[src/rtl/serial_addsub.sv]
// Bit-serial N-bit adder/subtractor: captures operands on start, adds one bit per
// clock LSB first, then presents S/Co and a Valid flag for unsigned or signed mode.
module serial_addsub #(
  parameter int N = 4
) (
  input  logic         clk_i,
  input  logic         reset_i,
  input  logic         start_i,
  input  logic [N-1:0] A_i,
  input  logic [N-1:0] B_i,
  input  logic         Sub_i,
  input  logic         RC_i,
  output logic         busy_o,
  output logic         done_o,
  output logic [N-1:0] S_o,
  output logic         Co_o,
  output logic         Valid_o
);

  localparam int CW = $clog2(N + 1);

  typedef enum logic [1:0] {
    IDLE = 2'd0,
    RUN  = 2'd1,
    DONE = 2'd2
  } state_t;

  state_t         state_q, state_d;
  logic [N-1:0]   a_q, a_d;
  logic [N-1:0]   b_q, b_d;
  logic [N-1:0]   r_q, r_d;
  logic           carry_q, carry_d;
  logic [CW-1:0]  cnt_q, cnt_d;
  logic           sub_q, sub_d;
  logic           rc_q, rc_d;
  logic           aMsb_q, aMsb_d;
  logic           bMsb_q, bMsb_d;
  logic [N-1:0]   s_q, s_d;
  logic           co_q, co_d;
  logic           valid_q, valid_d;

  logic sumBit;
  logic carryNext;
  logic sMsb;
  logic validCalc;

  assign sumBit    = a_q[0] ^ b_q[0] ^ carry_q;
  assign carryNext = (a_q[0] & b_q[0]) | (a_q[0] & carry_q) | (b_q[0] & carry_q);
  assign sMsb      = r_q[N-1];

  // Overflow check uses the MSBs of the operands as originally presented, not the inverted B.
  always_comb begin
    validCalc = 1'b0;
    case ({rc_q, sub_q})
      2'b00:   validCalc = ~carry_q;
      2'b01:   validCalc = carry_q;
      2'b10:   validCalc = ~((aMsb_q == bMsb_q) && (sMsb != aMsb_q));
      default: validCalc = ~((aMsb_q != bMsb_q) && (sMsb != aMsb_q));
    endcase
  end

  always_comb begin
    state_d = state_q;
    a_d     = a_q;
    b_d     = b_q;
    r_d     = r_q;
    carry_d = carry_q;
    cnt_d   = cnt_q;
    sub_d   = sub_q;
    rc_d    = rc_q;
    aMsb_d  = aMsb_q;
    bMsb_d  = bMsb_q;
    s_d     = s_q;
    co_d    = co_q;
    valid_d = valid_q;

    case (state_q)
      IDLE: begin
        if (start_i) begin
          a_d     = A_i;
          b_d     = B_i ^ {N{Sub_i}};
          carry_d = Sub_i;
          sub_d   = Sub_i;
          rc_d    = RC_i;
          aMsb_d  = A_i[N-1];
          bMsb_d  = B_i[N-1];
          r_d     = '0;
          cnt_d   = '0;
          state_d = RUN;
        end
      end
      RUN: begin
        // The extra RUN cycle after the last bit is where the finished result is committed.
        if (cnt_q == CW'(N)) begin
          s_d     = r_q;
          co_d    = carry_q;
          valid_d = validCalc;
          state_d = DONE;
        end else begin
          r_d     = {sumBit, r_q[N-1:1]};
          carry_d = carryNext;
          a_d     = a_q >> 1;
          b_d     = b_q >> 1;
          cnt_d   = cnt_q + CW'(1);
        end
      end
      DONE: begin
        state_d = IDLE;
      end
      default: begin
        state_d = IDLE;
      end
    endcase
  end

  always_ff @(posedge clk_i) begin
    if (reset_i) begin
      state_q <= IDLE;
      a_q     <= '0;
      b_q     <= '0;
      r_q     <= '0;
      carry_q <= 1'b0;
      cnt_q   <= '0;
      sub_q   <= 1'b0;
      rc_q    <= 1'b0;
      aMsb_q  <= 1'b0;
      bMsb_q  <= 1'b0;
      s_q     <= '0;
      co_q    <= 1'b0;
      valid_q <= 1'b0;
    end else begin
      state_q <= state_d;
      a_q     <= a_d;
      b_q     <= b_d;
      r_q     <= r_d;
      carry_q <= carry_d;
      cnt_q   <= cnt_d;
      sub_q   <= sub_d;
      rc_q    <= rc_d;
      aMsb_q  <= aMsb_d;
      bMsb_q  <= bMsb_d;
      s_q     <= s_d;
      co_q    <= co_d;
      valid_q <= valid_d;
    end
  end

  assign busy_o  = (state_q == RUN) || (state_q == DONE);
  assign done_o  = (state_q == DONE);
  assign S_o     = s_q;
  assign Co_o    = co_q;
  assign Valid_o = valid_q;

endmodule

[config.mk]
export PLATFORM = sky130hd
export DESIGN_NAME = serial_addsub
export DESIGN_NICKNAME = d
export VERILOG_FILES = /design/src/rtl/serial_addsub.sv
export SDC_FILE = /design/constraint.sdc
export NUM_CORES = 1
export LEC_CHECK = 0
export CORE_ASPECT_RATIO = 1.4
export CORE_UTILIZATION = 50
export CTS_BUF_LIST = sky130_fd_sc_hd__clkbuf_2
export CTS_CLUSTER_DIAMETER = 40
export DETAILED_ROUTE_END_ITERATION = 16
export PLACE_DENSITY = 0.78
export SYNTH_ARGS = -nofsm -noshare
export SYNTH_HDL_FRONTEND = slang
export SYNTH_SLANG_ARGS = --single-unit
[constraint.sdc]
create_clock -name clk_i -period 1.6 [get_ports clk_i]
set_input_delay 0.32 -clock clk_i [delete_from_list [all_inputs] [get_ports clk_i]]
set_output_delay 0.32 -clock clk_i [all_outputs]
set_load 0.02 [all_outputs]
### After elaboration in Yosys (flattened, before gate mapping)

Index checks and enable logic that the tools add are counted.

* logic and storage cells: 65
* input bits: 13
* bits in registers: 28

* mux-type cells: 19
* reductions and logical operators: 10
* $add $sub $neg: 1
* bitwise logic cells: 11
* equality and inequality tests: 11

Operator list (number)
* 2-to-1 mux 4 bit: 6
* case mux 4 bit (2 select lines): 3
* 2-to-1 mux 3 bit: 2
* != test 2 bit (second input constant): 3
* case mux 3 bit (2 select lines): 1
* AND reduction 2 bit: 3
* equality test 2 x 1 -> 1 bit (second input constant): 2
* equality test 2 bit (second input constant): 2
* logical NOT 2 bit: 2
* 2-to-1 mux 2 bit: 2
* case mux 2 bit (2 select lines): 1
* XOR 4 bit: 1
* adder 3 x 1 -> 3 bit (second input constant): 1
* AND 1 bit: 3
* equality test 3 bit (second input constant): 1
* inverter 1 bit: 3
* case mux 1 bit (3 select lines): 1
* AND reduction 3 bit: 1
* logical AND 1 bit: 2
* 2-to-1 mux 1 bit: 2
* != test 1 bit: 2
* OR 1 bit: 2
* case mux 1 bit (2 select lines): 1
* nonzero test 2 bit: 1
* 3 further kinds: 4

### Depth between registers and ports, before layout

* depth after elaboration: 5
* depth in mapped cells: 8

### Least setup slack after synthesis

OpenSTA, ideal clock, no wires.

* path type: reg-to-reg
* from: register cnt_q[0]
* to: register a_q[3]
* data arrival time: 1630 ps
* period minus slack after synthesis: 1745 ps
* required time: 1485 ps
* stages on the path, launching flop included: 9
* path slack: -145 ps
* cell sequence: dfxtp_1 -> inv_1 -> ha_1 -> and3_1 -> buf_6 -> or3_4 -> buf_6 -> a22oi_2 -> nor2_1

* word-level cells in the longest chain between the ends: 3

Ends and longest elaborated chain
* start: declaration: line 33 `logic [CW-1:0] cnt_q, cnt_d;`
* start signal: assignment: line 137 `cnt_q <= cnt_d;`
* equality test 3 bit: line 94 `if (cnt_q == CW'(N)) begin`
* != test 2 bit (no source line)
* AND reduction 3 bit (no source line)
* end signal: assignment: line 119 `a_q <= '0;`
* end signal: assignment: line 133 `a_q <= a_d;`
* end: declaration: line 29 `logic [N-1:0] a_q, a_d;`

No other way between the ends.
A chain may end at the register's enable or synchronous reset.

### Worst setup path after layout

* from: register state_q[0]
* to: register b_q[3]

* word-level cells in the longest chain between the ends: 3
* elaborated cells on any way between the ends: 7
* classes of those cells: eq/ne (3); mux (1); reduce/logical (3)

Ends and longest elaborated chain
* start: declaration: line 28 `state_t state_q, state_d;`
* start signal: assignment: line 132 `state_q <= state_d;`
* equality test 2 x 1 -> 1 bit / logical NOT 2 bit (equally long branches): line 77 `case (state_q)`
* != test 2 bit (no source line) / nonzero test 2 bit (equally long branches)
* AND reduction 3 bit (no source line)
* end signal: assignment: line 120 `b_q <= '0;`
* end signal: assignment: line 134 `b_q <= b_d;`
* end: declaration: line 30 `logic [N-1:0] b_q, b_d;`

Parallel ways exist; a longest one is shown, timed or not.

==> run summary <==
The tools report the area occupied by multi-input gates as 748.2 sq um. The tools report the count of H-tree levels built during CTS as 1. Setup repair after global routing could not meet its margin everywhere. Number of cell rows: 22. For the core area, the log shows 2615 sq um.

The run gives 0 as the max-slew violation count. The tools report the initial standard-cell utilization of the core as 52.34%. Of the total power, the share spent switching nets is 31.76%. Areal power density over the cells: 889.2 nW/um^2. Combinational cells account for 32.5% of the total power. The number of buffers created by CTS is 3, and the via count normalized by instance count is 5.167. The most used flip-flop cell after synthesis is sky130_fd_sc_hd__dfxtp_1.

The endpoint of the worst hold path is b_q[1]. Relative to the synthesized area, the layout overhead comes to 28.15%. Setup violations remaining at the end of the flow were counted as 2. After clock tree synthesis, the clock-pin slew on the worst setup and hold paths is 0.26 ns. For this run, the total global-route usage over all layers was measured as 21.80%.

For this run, asynchronously set or reset flops after synthesis account for 0%. The die covers 2954 sq um. For this run, design rule violations remaining after detail routing come to 0. During synthesis, Yosys emitted a total of 0 warnings. For the setup clock skew after layout, the log shows 0.01335 ns.

The maximum count of clock buffers along a single path is 2. The number of register bits inferred by synthesis came out at 28. Ranked by total cell area, the synthesized netlist is headed by sky130_fd_sc_hd__dfxtp_1, sky130_fd_sc_hd__nand2_1, sky130_fd_sc_hd__a21oi_1, sky130_fd_sc_hd__ha_1, sky130_fd_sc_hd__mux2i_1.

Setup slack on the worst reg-to-reg path comes out at -0.01 ns. The width of the die is 46.22 um, and the worst slew margin relative to its limit is 77.40%. The portion of the clock cycle consumed by the worst path in the final layout was 100.7%. VDD sags by at most 567.3 uV.

The vertical die dimension works out to 63.91 um. Startpoint of the most critical register-to-register path: state_q[0]. Counting flops with a built-in enable in the synthesized netlist gives 0.

The transition time at the pin with the least slew margin is 0.3379 ns. The number of nets in the synthesized netlist is 178. At the worst endpoint, the arrival time is 1.89 ns.

The worst setup path is launched from a flip-flop. The analysis attributes to cell leakage a power of 0.0006893 uW. The logs give -0.01198 ns for the minimum setup slack in the final design and 620.4 MHz for the peak clock frequency supported by timing.

The final reports fail on negative setup slack. Cell type with the highest aggregate area in the netlist: sky130_fd_sc_hd__dfxtp_1. The tools report the total power draw as 1560 uW. Initial antenna violation count: 0.

In this run, the clock network consumes 16.5% of the power. For the required arrival time at the worst endpoint, the log shows 1.87 ns. The worst hold-check path type is flip-flop to flip-flop.

The root cell of the clock tree is sky130_fd_sc_hd__clkbuf_2. The first detailed-routing pass ran for 4 iterations. In this run the count of I/O pins placed on the die edge is 21. For the number of different library cells in the post-synthesis netlist, the log shows 30. For the count of antenna-violating nets left after detailed routing, the log shows 0.

The worst hold path passes through 2 cells. Share of Yosys cell area claimed by the top area cell type: 40.95%. The via count of the first global-routing pass is 1,130, and the clock latency at the later pin of the worst-skew pair is 0.36 ns. Entering global routing, the biggest net connects 19 pins. The routed design has 2881 um of wire. Sorting the synthesized cells by how often they occur yields sky130_fd_sc_hd__nand2_1, sky130_fd_sc_hd__dfxtp_1, sky130_fd_sc_hd__a21oi_1, sky130_fd_sc_hd__nand3_1, sky130_fd_sc_hd__nor2_1. The final critical path time including I/O delays and setup is 1.612 ns.

In the final routed layout, each cell accounts on average for 12.64 um. For this run, the share of the core covered by cells in the final layout is 67.08%. Critical path class: flip-flop to flip-flop. Counting every instance in the synthesized netlist gives 158. TritonCTS built the clock tree.

Share of the yosys chip area belonging to registers: 40.95%. Registers are responsible for 51.0% of the overall power. The total global routing overflow came out at 0.

Depth of the worst register-to-register path: 6. The count of input and output buffers was 20. The net count of the finished layout is 213. The flow ran to the end, but the final reports show violations.

The layout has 218 filler cells. The fraction of layout instances using a drive strength above 1 is 22.92%, and the half-perimeter wire length after detailed placement is 2093 um. STA classifies the critical path endpoint as a flip-flop. In this run the worst path has a maximum fanout of 6. Cell internal power was estimated by the tool at 1065 uW.

The tools report the register area as 565.5 sq um. Summing all placed instances gives a cell area of 1669 sq um. The analysis attributes to net switching a power of 495.4 uW. Worst flop-to-flop path endpoint: b_q[3]. The synthesized netlist occupies a cell area of 1369 sq um. The tree built by TritonCTS fans out to 28 sinks.

For the final hold violation count, the log shows 0. The global-route wire length before repair was 4747 um; the final weighted congestion in routability-driven placement was 0.8486. The worst hold path begins at b_q[1]. The most used standard cell by instance count after synthesis is sky130_fd_sc_hd__nand2_1. The number of antenna diodes in the final layout is 0. The count of max-cap constraint violations was 0. Each instance of the synthesized netlist takes up on average 8.663 sq um. The run gives 1754 sq um as the cell area after layout. The overall via count from detail_route was 1,178; the starting DRC count in detailed routing was 37.
[flip-flops by register name, summed over array words and instances (netlist names)]
name,cells
Co_o,1
S_o,4
Valid_o,1
aMsb_q,1
a_q,4
bMsb_q,1
b_q,4
carry_q,1
cnt_q,3
r_q,4
rc_q,1
state_q,2
sub_q,1
[layout by cell type (no fill, tap or decap), types with 4 or more instances in the layout]
cell type,n
sky130_fd_sc_hd__nand3_1,9
sky130_fd_sc_hd__a21oi_1,20
sky130_fd_sc_hd__mux2i_1,5
sky130_fd_sc_hd__buf_4,16
sky130_fd_sc_hd__nand2_1,32
sky130_fd_sc_hd__inv_1,7
sky130_fd_sc_hd__dfxtp_1,24
sky130_fd_sc_hd__o21ai_0,4
sky130_fd_sc_hd__clkdlybuf4s50_1,12
sky130_fd_sc_hd__dlygate4sd2_1,6
sky130_fd_sc_hd__xnor2_1,4
sky130_fd_sc_hd__nor2_1,8
sky130_fd_sc_hd__dfxtp_2,4
[metrics by stage]
stage	setup slack [ns]	hold WS (ns)	setup TNS [ns]	std cells
floorplan	-0.01093	0.4292	-0.01093	158
global placement	-0.1497	0.4426	-0.9924	219
detailed placement	-0.1705	0.4465	-1.294	219
CTS	-0.01372	0.4712	-0.02307	227
global route	-0.04235	0.4837	-0.3755	228
finish	-0.01198	0.4689	-0.01514	228
[layer usage]
layer / track usage, % / vias up / part of all wire [%] / wire length [um]
met4: 10.29 / 0 / 2.0 / 57
met3: 3.955 / 6 / 3.1 / 90
met5: 0 / - / 0 / 0
met2: 37.50 / 24 / 54 / 1557
li1: - / 602 / - / -
met1: 24.47 / 546 / 41 / 1176
[critical path, stage by stage (launching register included)]
cell	delay, ns
sky130_fd_sc_hd__dfxtp_2	0.39
sky130_fd_sc_hd__buf_4	0.14
sky130_fd_sc_hd__ha_4	0.17
sky130_fd_sc_hd__and3_4	0.19
sky130_fd_sc_hd__or3_4	0.41
sky130_fd_sc_hd__a22oi_2	0.17
sky130_fd_sc_hd__nor2_1	0.06
[power by group through the flow]
stage	logic [uW]	registers, uW	clock network [uW]
finish	507	796	257
global route	557	803	292
CTS	482	794	265
detailed placement	457	812	0
global placement	440	809	0
floorplan	324	801	0
[cell type report]
class	count	share of cell area (%)
Clock inverter	1	0.2140
Timing Repair Buffer	38	19.76
Inverter	8	1.712
Sequential cell	28	32.24
Multi-Input combinational cell	114	42.65
Tap cell	36	2.568
Clock buffer	3	0.8559
[logic make-up (layout without fill, tap and decap cells)]
| family | count (synthesis) | count (layout) | synth area share [%] |
|---|---|---|---|
| AND/OR/NAND/NOR | 61 | 62 | 21.02 |
| AO/OA/AOI/OAI | 33 | 33 | 14.17 |
| flip-flops | 28 | 28 | 40.95 |
| buffers and inverters | 17 | 50 | 8.775 |
| adder cells (fa/ha/maj) | 7 | 7 | 6.947 |
| XOR/XNOR | 7 | 7 | 4.479 |
| multiplexers | 5 | 5 | 3.656 |
[how the worst max path moves through the flow]
stage,startpoint,endpoint,slack [ns],cells after the start
2_1_floorplan,cnt_q[0],a_q[3],-0.01,8
3_3_place_gp,start_i,b_q[3],-0.15,5
3_5_place_dp,start_i,b_q[3],-0.17,5
4_1_cts,state_q[0],cnt_q[2],-0.01,6
5_1_grt,state_q[0],done_o,-0.04,4
6_report,state_q[0],b_q[3],-0.01,6
[repair_timing]
action,in CTS,in global routing
pin swaps,3,2
resized for setup,17,10
cloned,1,0
hold buffers,0,0
setup endpoints to repair,9,15
setup buffers,3,1
endpoints found under the hold margin,0,0
No activity file was read; power rests on OpenSTA's default activity.
